File: config.mk
export PLATFORM = sky130hd
export DESIGN_NAME = game_controller
export DESIGN_NICKNAME = d
export VERILOG_FILES = /design/src/rtl/game_controller.sv
export SDC_FILE = /design/constraint.sdc
export NUM_CORES = 1
export LEC_CHECK = 0
export CAP_MARGIN = 20
export CORE_MARGIN = 4
export CORE_UTILIZATION = 35
export DETAILED_ROUTE_END_ITERATION = 16
export PLACE_DENSITY_LB_ADDON = 0.12
export SYNTH_ARGS = -nofsm -noshare
export SYNTH_HDL_FRONTEND = slang
export SYNTH_SLANG_ARGS = --single-unit
File: constraint.sdc
create_clock -name CLOCK -period 2.82 [get_ports CLOCK]
set_input_delay 0.423 -clock CLOCK [delete_from_list [all_inputs] [get_ports CLOCK]]
set_output_delay 0.423 -clock CLOCK [all_outputs]
set_load 0.01 [all_outputs]
File: src/rtl/game_controller.sv
// Memory-sequence game FSM: LFSR-generated color sequence, LED playback, timed button input, scoring.
// Latency: accepted START to first LED lit is 2 cycles (ADD, SHOW_ON); LED/WIN/LOSE decode straight from state.
// Backpressure: none; START/BTN/TICK are single-cycle strobes, BTN is ignored outside INPUT.
module game_controller #(
    parameter int          MAX_ROUND     = 15,
    parameter int          SHOW_TICKS    = 2,
    parameter int          TIMEOUT_TICKS = 20,
    parameter logic [7:0]  LFSR_SEED     = 8'hA5
) (
    input  logic       CLOCK,
    input  logic       RESET,
    input  logic       START,
    input  logic [1:0] SETUP_LEVEL,
    input  logic [1:0] SETUP_MAPA,
    input  logic [3:0] BTN,
    input  logic       TICK,
    output logic [3:0] LED,
    output logic [3:0] ROUND,
    output logic [7:0] POINTS,
    output logic [2:0] STATE,
    output logic       WIN,
    output logic       LOSE
);

    localparam logic [2:0] S_IDLE     = 3'd0;
    localparam logic [2:0] S_ADD      = 3'd1;
    localparam logic [2:0] S_SHOW_ON  = 3'd2;
    localparam logic [2:0] S_SHOW_OFF = 3'd3;
    localparam logic [2:0] S_INPUT    = 3'd4;
    localparam logic [2:0] S_NEXT     = 3'd5;
    localparam logic [2:0] S_WIN      = 3'd6;
    localparam logic [2:0] S_LOSE     = 3'd7;

    localparam logic [7:0] SHOW_LAST    = 8'(SHOW_TICKS - 1);
    localparam logic [7:0] TIMEOUT_LAST = 8'(TIMEOUT_TICKS - 1);
    localparam logic [3:0] FINAL_ROUND  = 4'(MAX_ROUND);

    logic [2:0] state;
    logic [7:0] lfsr;
    logic [1:0] mem [16];
    logic [3:0] round_q;
    logic [3:0] idx;
    logic [7:0] show_cnt;
    logic [7:0] to_cnt;
    logic [1:0] level;
    logic [7:0] points_q;

    logic       lfsr_fb;
    logic       start_ok;
    logic       last_idx;
    logic [3:0] cur_hot;

    assign lfsr_fb  = lfsr[7] ^ lfsr[5] ^ lfsr[4] ^ lfsr[3];
    assign start_ok = START && (SETUP_LEVEL != 2'd0);
    assign last_idx = (idx == (round_q - 4'd1));
    assign cur_hot  = 4'b0001 << mem[idx];

    // Sequence memory has no reset: every entry is written in ADD before any read of it.
    always_ff @(posedge CLOCK) begin
        if (RESET && (state == S_ADD)) begin
            mem[round_q] <= lfsr[1:0];
        end
    end

    always_ff @(posedge CLOCK) begin
        if (!RESET) begin
            state    <= S_IDLE;
            lfsr     <= LFSR_SEED;
            round_q  <= 4'd0;
            idx      <= 4'd0;
            show_cnt <= 8'd0;
            to_cnt   <= 8'd0;
            level    <= 2'd0;
            points_q <= 8'd0;
        end else begin
            case (state)
                S_IDLE, S_WIN, S_LOSE: begin
                    if (start_ok) begin
                        level    <= SETUP_LEVEL;
                        lfsr     <= LFSR_SEED ^ {SETUP_MAPA, 6'b0};
                        round_q  <= 4'd0;
                        points_q <= 8'd0;
                        idx      <= 4'd0;
                        show_cnt <= 8'd0;
                        to_cnt   <= 8'd0;
                        state    <= S_ADD;
                    end
                end
                S_ADD: begin
                    lfsr     <= {lfsr[6:0], lfsr_fb};
                    round_q  <= round_q + 4'd1;
                    idx      <= 4'd0;
                    show_cnt <= 8'd0;
                    state    <= S_SHOW_ON;
                end
                S_SHOW_ON: begin
                    if (TICK) begin
                        if (show_cnt == SHOW_LAST) begin
                            show_cnt <= 8'd0;
                            state    <= S_SHOW_OFF;
                        end else begin
                            show_cnt <= show_cnt + 8'd1;
                        end
                    end
                end
                S_SHOW_OFF: begin
                    if (TICK) begin
                        if (last_idx) begin
                            idx    <= 4'd0;
                            to_cnt <= 8'd0;
                            state  <= S_INPUT;
                        end else begin
                            idx   <= idx + 4'd1;
                            state <= S_SHOW_ON;
                        end
                    end
                end
                S_INPUT: begin
                    // A press wins over a coincident TICK, so it can never time out.
                    if (BTN != 4'd0) begin
                        to_cnt <= 8'd0;
                        if (BTN == cur_hot) begin
                            if (last_idx) begin
                                state <= S_NEXT;
                            end else begin
                                idx <= idx + 4'd1;
                            end
                        end else begin
                            state <= S_LOSE;
                        end
                    end else if (TICK) begin
                        if (to_cnt == TIMEOUT_LAST) begin
                            state <= S_LOSE;
                        end else begin
                            to_cnt <= to_cnt + 8'd1;
                        end
                    end
                end
                S_NEXT: begin
                    points_q <= {6'd0, level} * {4'd0, round_q};
                    state    <= (round_q == FINAL_ROUND) ? S_WIN : S_ADD;
                end
                default: state <= S_IDLE;
            endcase
        end
    end

    always_comb begin
        LED = 4'd0;
        if (state == S_SHOW_ON) begin
            LED = cur_hot;
        end
    end

    assign STATE  = state;
    assign ROUND  = round_q;
    assign POINTS = points_q;
    assign WIN    = (state == S_WIN);
    assign LOSE   = (state == S_LOSE);

endmodule

==> flow_metrics.env, run 1 <==
export IMPL_dp_hpwl_mm=6.93
export IMPL_outcome="completed"
export IMPL_cp_data_required_time_ps=2400
export IMPL_crit_chain="buf_6, mux4_2, mux2i_1, mux2_4, inv_1, nor3_1, dlygate4sd2_1"
export IMPL_h_tree_depth=3
export IMPL_drive_above_1_share_pct=11.2
export IMPL_grt_overflow_total=0
export IMPL_grt_use_total_pct=14.8
export IMPL_power_per_cell_area_nw_per_um2=638
export IMPL_syn_cell_area_um2=4060
export IMPL_synthFlopType="dfxtp_1"
export IMPL_die_w_um=116
export IMPL_grt_pass1_wl_mm=15.5
export IMPL_p_leak_nw=1.77
export IMPL_setup_viol=0
export IMPL_worst_slew_pin_slew_ps=617
export IMPL_maxCapViolations=0
export IMPL_dp_cells=583
export IMPL_yosysMostFrequentCell="nor2_1"
export IMPL_layoutNonFillerInstCount=599
export IMPL_via_per_inst=5.19
export IMPL_fin_ws_ps=175
export IMPL_avgSynthCellArea_um2=9.93
export IMPL_detail_route_antenna_nets=0
export IMPL_numCtsBuffers=9
export IMPL_pre_cts_ws_ps=158
export IMPL_max_slew_margin_pct=58.5
export IMPL_placedInstanceArea_um2=4570
export IMPL_grt_max_degree=23
export IMPL_nets=475
export IMPL_cp_arrival_ps=2220
export IMPL_final_period_utilization_pct=93.8
export IMPL_multi_input_area_um2=2040
export IMPL_vdd_ir_drop_worst_uv=299
export IMPL_cts_tree="done"
export IMPL_via_count=3107
export IMPL_clk_pin_slew_worst_paths_ps=60
export IMPL_yosysSeqAreaShare_pct=46.8
export IMPL_first_iter_violations=174
export IMPL_clock_sinks=79
export IMPL_fin_area_um2=4870
export IMPL_gp_congestion=0.774
export IMPL_path_class="reg2out"
export IMPL_rsz0062_at_grt="no"
export IMPL_insertion_delay_ps=330
export IMPL_drc=0
export IMPL_critPathBufInv=3
export IMPL_setup_tns_ps=0
export IMPL_hold_path_class="reg2reg"
export IMPL_yosysTopAreaCell="edfxtp_1"
export IMPL_cpLargestDelayFamily="multiplexers"
export IMPL_min_period_ps=2640
export IMPL_synthCells=409
export IMPL_fillers=1086
export IMPL_final_seq_area_um2=1900
export IMPL_antenna_found_initial=0
export IMPL_slowest_delay_ps=510
export IMPL_ys_warn_count=0
export IMPL_max_freq_mhz=378
export IMPL_ys_top_cells_by_area="edfxtp_1, dfxtp_1, nor2_1"
export IMPL_cp_end_kind="output port"
export IMPL_wirelength_mm=9.33
export IMPL_cts_path_max_buffers=2
export IMPL_cpMaxStageDelayCell="mux4_2"
export IMPL_finalHoldViolations=0
export IMPL_row_count=39
export IMPL_root_buffer="clkbuf_16"
export IMPL_maxSlewViolCount=0
export IMPL_area_delta_synth_final_pct=20.0
export IMPL_holdWs_ps=470
export IMPL_synth_common_cells="nor2_1, dfxtp_1, nand2_1, edfxtp_1, nand3_1"
export IMPL_synth_cell_type_count=59
export IMPL_die_height_um=116
export IMPL_yosys_register_bits=79
export IMPL_antennaDiodeCount=0
export IMPL_wl_per_cell_um=15.6
export IMPL_crit_fanout=7
export IMPL_die_area_um2=13400
export IMPL_io_pins=33
export IMPL_grt_pass1_vias=3067
export IMPL_fin_worst_skew_ps=4.31
export IMPL_synth_top_area_share_pct=23.7
export IMPL_first_pass_iters=4
export IMPL_critPathLaunchType="flop"
export IMPL_synth_edf_count=32
export IMPL_coreArea_um2=11400
export IMPL_portBuffers=30
export IMPL_ys_async_sr_fraction_pct=0
export IMPL_initial_utilization_pct=35.7
## path summary, 6_finish.rpt
| kind | from | to | slack, ps | cells past startpoint |
|---|---|---|---|---|
| max | flop | LED[0] | 180 | 7 |
| min | lfsr[2] | lfsr[2] | 470 | 1 |
| max reg2reg | flop | STATE[1] | 300 | 9 |
| min reg2reg | lfsr[2] | lfsr[2] | 470 | 1 |
## what timing repair did
action,4_1_cts,5_1_grt
buffers inserted,0,0
hold buffers,0,0
setup endpoints to repair,4,1
endpoints found under the hold margin,0,0
gates resized for setup,7,1
## state kept, by name (all words and copies together), names as in the netlist, named ones only
register	cells
POINTS	6
ROUND	4
STATE	3
idx	4
level	2
lfsr	8
mem	32
show_cnt	8
to_cnt	8
## kinds of logic (layout without fill, tap and decap cells)
kind of cell / Yosys count / after routing / share of synthesized area [%]
xor+xnor: 24 / 24 / 5.70
mux: 15 / 15 / 6.19
buf+inv: 27 / 73 / 3.29
flops: 79 / 79 / 46.8
fa+ha+maj: 12 / 12 / 3.88
other cells: 1 / 2 / 0.0923
compound gates: 74 / 74 / 12.1
simple gates: 177 / 177 / 21.9
## per-stage QoR
stage | utilization, % | power (mW)
after global placement | 40.2 | 2.01
after floorplan | - | 1.80
final | 42.9 | 3.11
after CTS | 42.9 | 3.15
after global routing | 42.9 | 3.28
after detailed placement | 40.2 | 2.01
## where the power goes
part	total [mW]	switching (mW)	internal [mW]
registers	1.38	0.0923	1.29
clock network	1.13	0.489	0.636
logic	0.602	0.344	0.258
total	3.11	0.926	2.18
## final cells by class
class / count / share of cell area (%)
inverters: 11 / 0.847
repair buffers: 46 / 8.68
flip-flops and latches: 79 / 39.0
well taps: 143 / 3.67
clock inverters: 6 / 1.05
clock buffers: 10 / 4.90
multi-input cells: 304 / 41.8
## cells in the final DEF (no fill, tap or decap), drive strengths merged, types with 8 or more instances in the layout
cell and n:
clkbuf 10, mux4 8, buf 16, nor3 12, o21ai 16, dfxtp 47, inv 14, xor2 15
a21oi 22, clkdlybuf4s50 26, nor2 55, edfxtp 32, nand3 26, ha 11, xnor2 8, nand2 37
## metal layers
layer | wire, µm | GRT usage [%] | share of wire, % | vias to the layer above
met3 | 433 | 3.97 | 4.6 | 4
met2 | 4270 | 22.5 | 46 | 63
met4 | 61 | 4.41 | 0.65 | 0
met1 | 4570 | 20.7 | 49 | 1475
li1 | - | - | - | 1565
met5 | 0 | 0 | 0 | -
Power figures use the tool's default switching activity.
==> run 2, diff against run 1 <==
clock period = 2.77 ns   (was 2.82 ns; I/O delays follow)
==> flow_metrics.env, run 2 (synthesis gave the netlist of run 1 again) <==
export IMPL_fin_ws_ps=138
export IMPL_worst_slew_pin_slew_ps=648
export IMPL_outcome="completed"
export IMPL_clk_pin_slew_worst_paths_ps=60
export IMPL_root_buffer="clkbuf_16"
export IMPL_fillers=1125
export IMPL_drc=0
export IMPL_antenna_found_initial=0
export IMPL_post_route_util_pct=43.2
export IMPL_crit_fanout=7
export IMPL_path_class="reg2out"
export IMPL_holdWs_ps=469
export IMPL_area_delta_synth_final_pct=20.8
export IMPL_pre_cts_ws_ps=164
export IMPL_die_height_um=116
export IMPL_setup_viol=0
export IMPL_max_freq_mhz=380
export IMPL_insertion_delay_ps=340
export IMPL_cp_data_required_time_ps=2350
export IMPL_via_per_inst=5.16
export IMPL_via_count=3096
export IMPL_wirelength_mm=9.56
export IMPL_portBuffers=30
export IMPL_detail_route_antenna_nets=0
export IMPL_dp_hpwl_mm=7.01
export IMPL_grt_pass1_wl_mm=16.0
export IMPL_finalHoldViolations=0
export IMPL_placedInstanceArea_um2=4590
export IMPL_clock_sinks=79
export IMPL_numCtsBuffers=9
export IMPL_die_area_um2=13400
export IMPL_reg2regPathDepth=9
export IMPL_dp_cells=584
export IMPL_first_pass_iters=4
export IMPL_grt_use_total_pct=15.2
export IMPL_setup_tns_ps=0
export IMPL_first_iter_violations=201
export IMPL_antennaDiodeCount=0
export IMPL_power_mw=3.26
export IMPL_hold_path_class="reg2reg"
export IMPL_cts_tree="done"
export IMPL_wl_per_cell_um=15.9
export IMPL_nets=476
export IMPL_hold_path_depth=2
export IMPL_min_period_ps=2630
export IMPL_cts_path_max_buffers=2
export IMPL_cp_arrival_ps=2220
export IMPL_cts_hold_buf=0
export IMPL_grt_overflow_total=0
export IMPL_layout_commonest_cell="nor2_1"
export IMPL_critPathLaunchType="flop"
export IMPL_largest_register_ffs=32
export IMPL_rsz0062_at_grt="no"
export IMPL_grt_max_degree=23
export IMPL_initial_utilization_pct=35.7
export IMPL_row_count=39
export IMPL_p_leak_nw=1.78
export IMPL_final_period_utilization_pct=95.0
export IMPL_fin_area_um2=4910
export IMPL_io_pins=33
export IMPL_max_slew_margin_pct=56.7
export IMPL_layoutNonFillerInstCount=600
export IMPL_grt_pass1_vias=3127
export IMPL_largest_register="mem"
export IMPL_gp_congestion=0.791
export IMPL_die_w_um=116
export IMPL_cp_end_kind="output port"
export IMPL_power_per_cell_area_nw_per_um2=665
export IMPL_fin_worst_skew_ps=8.85
export IMPL_vdd_ir_drop_worst_uv=356
export IMPL_h_tree_depth=3
export IMPL_maxCapViolations=0
export IMPL_final_cell_mix="nor2_1, dfxtp_1, nand2_1"
export IMPL_maxSlewViolCount=0
export IMPL_drive_above_1_share_pct=11.4
export IMPL_coreArea_um2=11400
-- run 2: cell types whose count changed in the layout (fill, tap and decap cells not counted), sizes merged --
cell,change
dlymetal6s2s,-1
bufinv,+1
dlygate4sd2,+1
buf,+1
clkinv,-1
-- run 2: final timing paths --
path	from	endpoint	slack [ps]
setup reg to reg	flop	STATE[1]	260
hold / removal	lfsr[6]	lfsr[7]	470
setup / recovery	flop	LED[0]	140
hold reg to reg	lfsr[6]	lfsr[7]	470
-- run 2: power breakdown --
group | internal (mW) | switching [mW] | total, mW
Clock | 0.737 | 0.503 | 1.24
Combinational | 0.267 | 0.344 | 0.611
Sequential | 1.31 | 0.0988 | 1.41
Total | 2.32 | 0.946 | 3.26
-- run 2: metal layers --
metal / share of wire [%] / GRT usage, %
met4: 1.2 / 4.41
met5: 0 / 0
met3: 3.6 / 3.92
met1: 51 / 21.9
met2: 44 / 22.6
-- run 2: what timing repair did --
item                                    in CTS  in global routing
buffers inserted                             0                  0
endpoints found under the setup margin       4                  0
resized for setup                            7                  0
-- run 2: layout make-up --
cell class,count,area [µm²],area share (%)
multi-input cells,304,2040,41.5
flip-flops and latches,79,1900,38.8
repair buffers,47,435,8.87
clock buffers,10,239,4.87
well taps,143,179,3.65
clock inverters,6,72.6,1.48
inverters,11,41.3,0.841
-- run 2: critical path: stages (launching register included) --
cell	delay, ps
dfxtp_1	360
buf_12	140
mux4_2	490
mux2i_1	180
mux2_4	200
inv_1	50
nor3_1	170
dlygate4sd2_1	290
==> variant, RTL diff (settings of run 2) <==
One comparison of `to_cnt` changes from == to >=.
--- a/src/rtl/game_controller.sv
+++ b/src/rtl/game_controller.sv
@@ -129,7 +129,7 @@
                             state <= S_LOSE;
                         end
                     end else if (TICK) begin
-                        if (to_cnt == TIMEOUT_LAST) begin
+                        if (to_cnt >= TIMEOUT_LAST) begin
                             state <= S_LOSE;
                         end else begin
                             to_cnt <= to_cnt + 8'd1;
Behaviour: no difference found for any inputs over 10 cycles, from zero or initial values and one cycle with RESET low; that may be too few to reach the edited logic, so the function may still have changed.
==> variant against run 2 <==
Routed wire length increased by 3.6%. Clock skew decreased by 0.0035 ns. Synthesized area increased by 1.8%. Setup slack got worse by 0.022 ns. Non-clock buffer count increased by 6. Final area increased by 1.7%. Power increased by 0.93%. Sequential cell count unchanged. Clock power decreased by 7%. Critical endpoint is now LED[2].
==> variant: results (changes against run 2) <==
Power
  – Worst-case vdd ir drop: 0.376 mV (was 0.356 mV)
  – Portion of total power attributed to combinational logic: 21.1% (was 18.7%)
  – Clk power: 1.15 mW (was 1.24 mW)
  – Net switching power: 1.03 mW (was 946 µW)
  – Clock share of power: 35.0% (was 38.0%)
  – LEAKAGE: 1.82 nW (was 1.78 nW)

Yosys
  – Number of distinct library cells after synthesis: 63 (was 59)
  – Main flop type after synthesis: sky130_fd_sc_hd__dfxtp_1 (unchanged)
  – Yosys top cell area share: 23.2% (was 23.7%)
  – Number of standard cells after synthesis: 428 (was 409)
  – Leading post-synthesis cells by cell area: sky130_fd_sc_hd__edfxtp_1, sky130_fd_sc_hd__dfxtp_1, sky130_fd_sc_hd__nor2_1 (unchanged)
  – Share of the yosys chip area belonging to registers: 46.0% (was 46.8%)

Place
  – Placer's final routability congestion estimate: 0.805 (was 0.791)
  – HPWL after detailed placement: 7.25 mm (was 7.01 mm)
  – Cells after DPL: 603 (was 584)

STA
  – Layout Skew: 0.00530 ns (was 0.00885 ns)
  – Slew of the pin with the lowest slew margin: 0.682 ns (was 0.648 ns)

Outcome
  – Run status: complete, no violations (unchanged)

Global routing
  – Wire length of the first global-routing pass: 16.9 mm (was 16.0 mm)
  – Total track usage: 15.7% (was 15.2%)
  – Maximum number of pins on one net before global-route repair: 24 (was 23)

Critical path
  – Largest fanout on the critical path: 9 (was 7)
  – Data arrival time of the worst path: 2.24 ns (was 2.22 ns)
  – Delay of the slowest cell on the worst path: 0.35 ns (was 0.49 ns)
  – Master of the slowest instance on the critical path: sky130_fd_sc_hd__dfxtp_1 (was sky130_fd_sc_hd__mux4_2)
  – Top cell family by delay on the critical path: buffers and inverters (was multiplexers)

Routing
  – Vias per cell: 5.29 (was 5.16)
  – Routed WL per cell: 16.0 µm (was 15.9 µm)
  – Detailed-router iteration count before antenna repair: 6 (was 4)
  – Vias: 3279 (was 3096)
  – Detailed Route Iter0 Violations: 195 (was 201)

Clock network
  – Maximum clock insertion buffer count: 2 (unchanged)

Final layout
  – Share of post-route cells with drive strength above 1: 12.2% (was 11.4%)
  – Number of filler cells placed in the layout: 1146 (was 1125)
  – Flip-flop count of the largest register after layout: 32 (unchanged)
  – Number of nets in the final layout: 496 (was 476)
## variant: cell count changes after synthesis, sizes merged, moves of 5 or more
cell,delta
nor2b,+5
xor2,-6
and2,+6
nor4b,-5
a21oi,-7
nor2,-7
## variant: what timing repair did
action,in CTS,in global routing
setup endpoints to repair,4,0
resized for setup,11,0
setup buffers,1,0
## variant: per-layer routing
metal  share of wire [%]  vias up  wire, µm  GRT usage, %
met5                   0        -         0             0
met4                0.98        0        97          3.90
met3                 3.9        7       384          4.15
met2                  45       57      4420          23.9
met1                  50     1576      4990          22.4
li1                    -     1639         -             -
## variant: final cells by class
class                   count  area (µm²)  area share (%)
multi-input cells         321        2110            42.3
well taps                 143         179            3.58
clock inverters             7        62.6            1.25
inverters                   8        30.0           0.602
repair buffers             53         475            9.53
flip-flops and latches     79        1910            38.2
clock buffers               9         225            4.51
## variant: cells by family after synthesis
| group | count (synthesis) | share of synthesized area [%] |
|---|---|---|
| simple gates | 179 | 21.7 |
| compound gates | 89 | 14.9 |
| flops | 79 | 46.0 |
| buf+inv | 29 | 3.15 |
| xor+xnor | 21 | 4.45 |
| mux | 18 | 5.99 |
| fa+ha+maj | 12 | 3.81 |
| other cells | 1 | 0.0907 |
## variant: path summary, 6_finish.rpt
| check | slack, ns | to | from | cells past startpoint |
|---|---|---|---|---|
| max reg2reg | 0.33 | STATE[1] | show_cnt[0] | 7 |
| min | 0.47 | lfsr[2] | lfsr[2] | 1 |
| max | 0.12 | LED[2] | register | 7 |
| min reg2reg | 0.47 | lfsr[2] | lfsr[2] | 1 |
## variant: per-stage QoR
stage               setup WS [ns]  hold slack, ns
detailed placement        -0.0402           0.456
CTS                         0.116           0.471
finish                      0.115           0.469
floorplan                   0.412           0.428
global route               0.0314           0.500
global placement         -0.00776           0.447
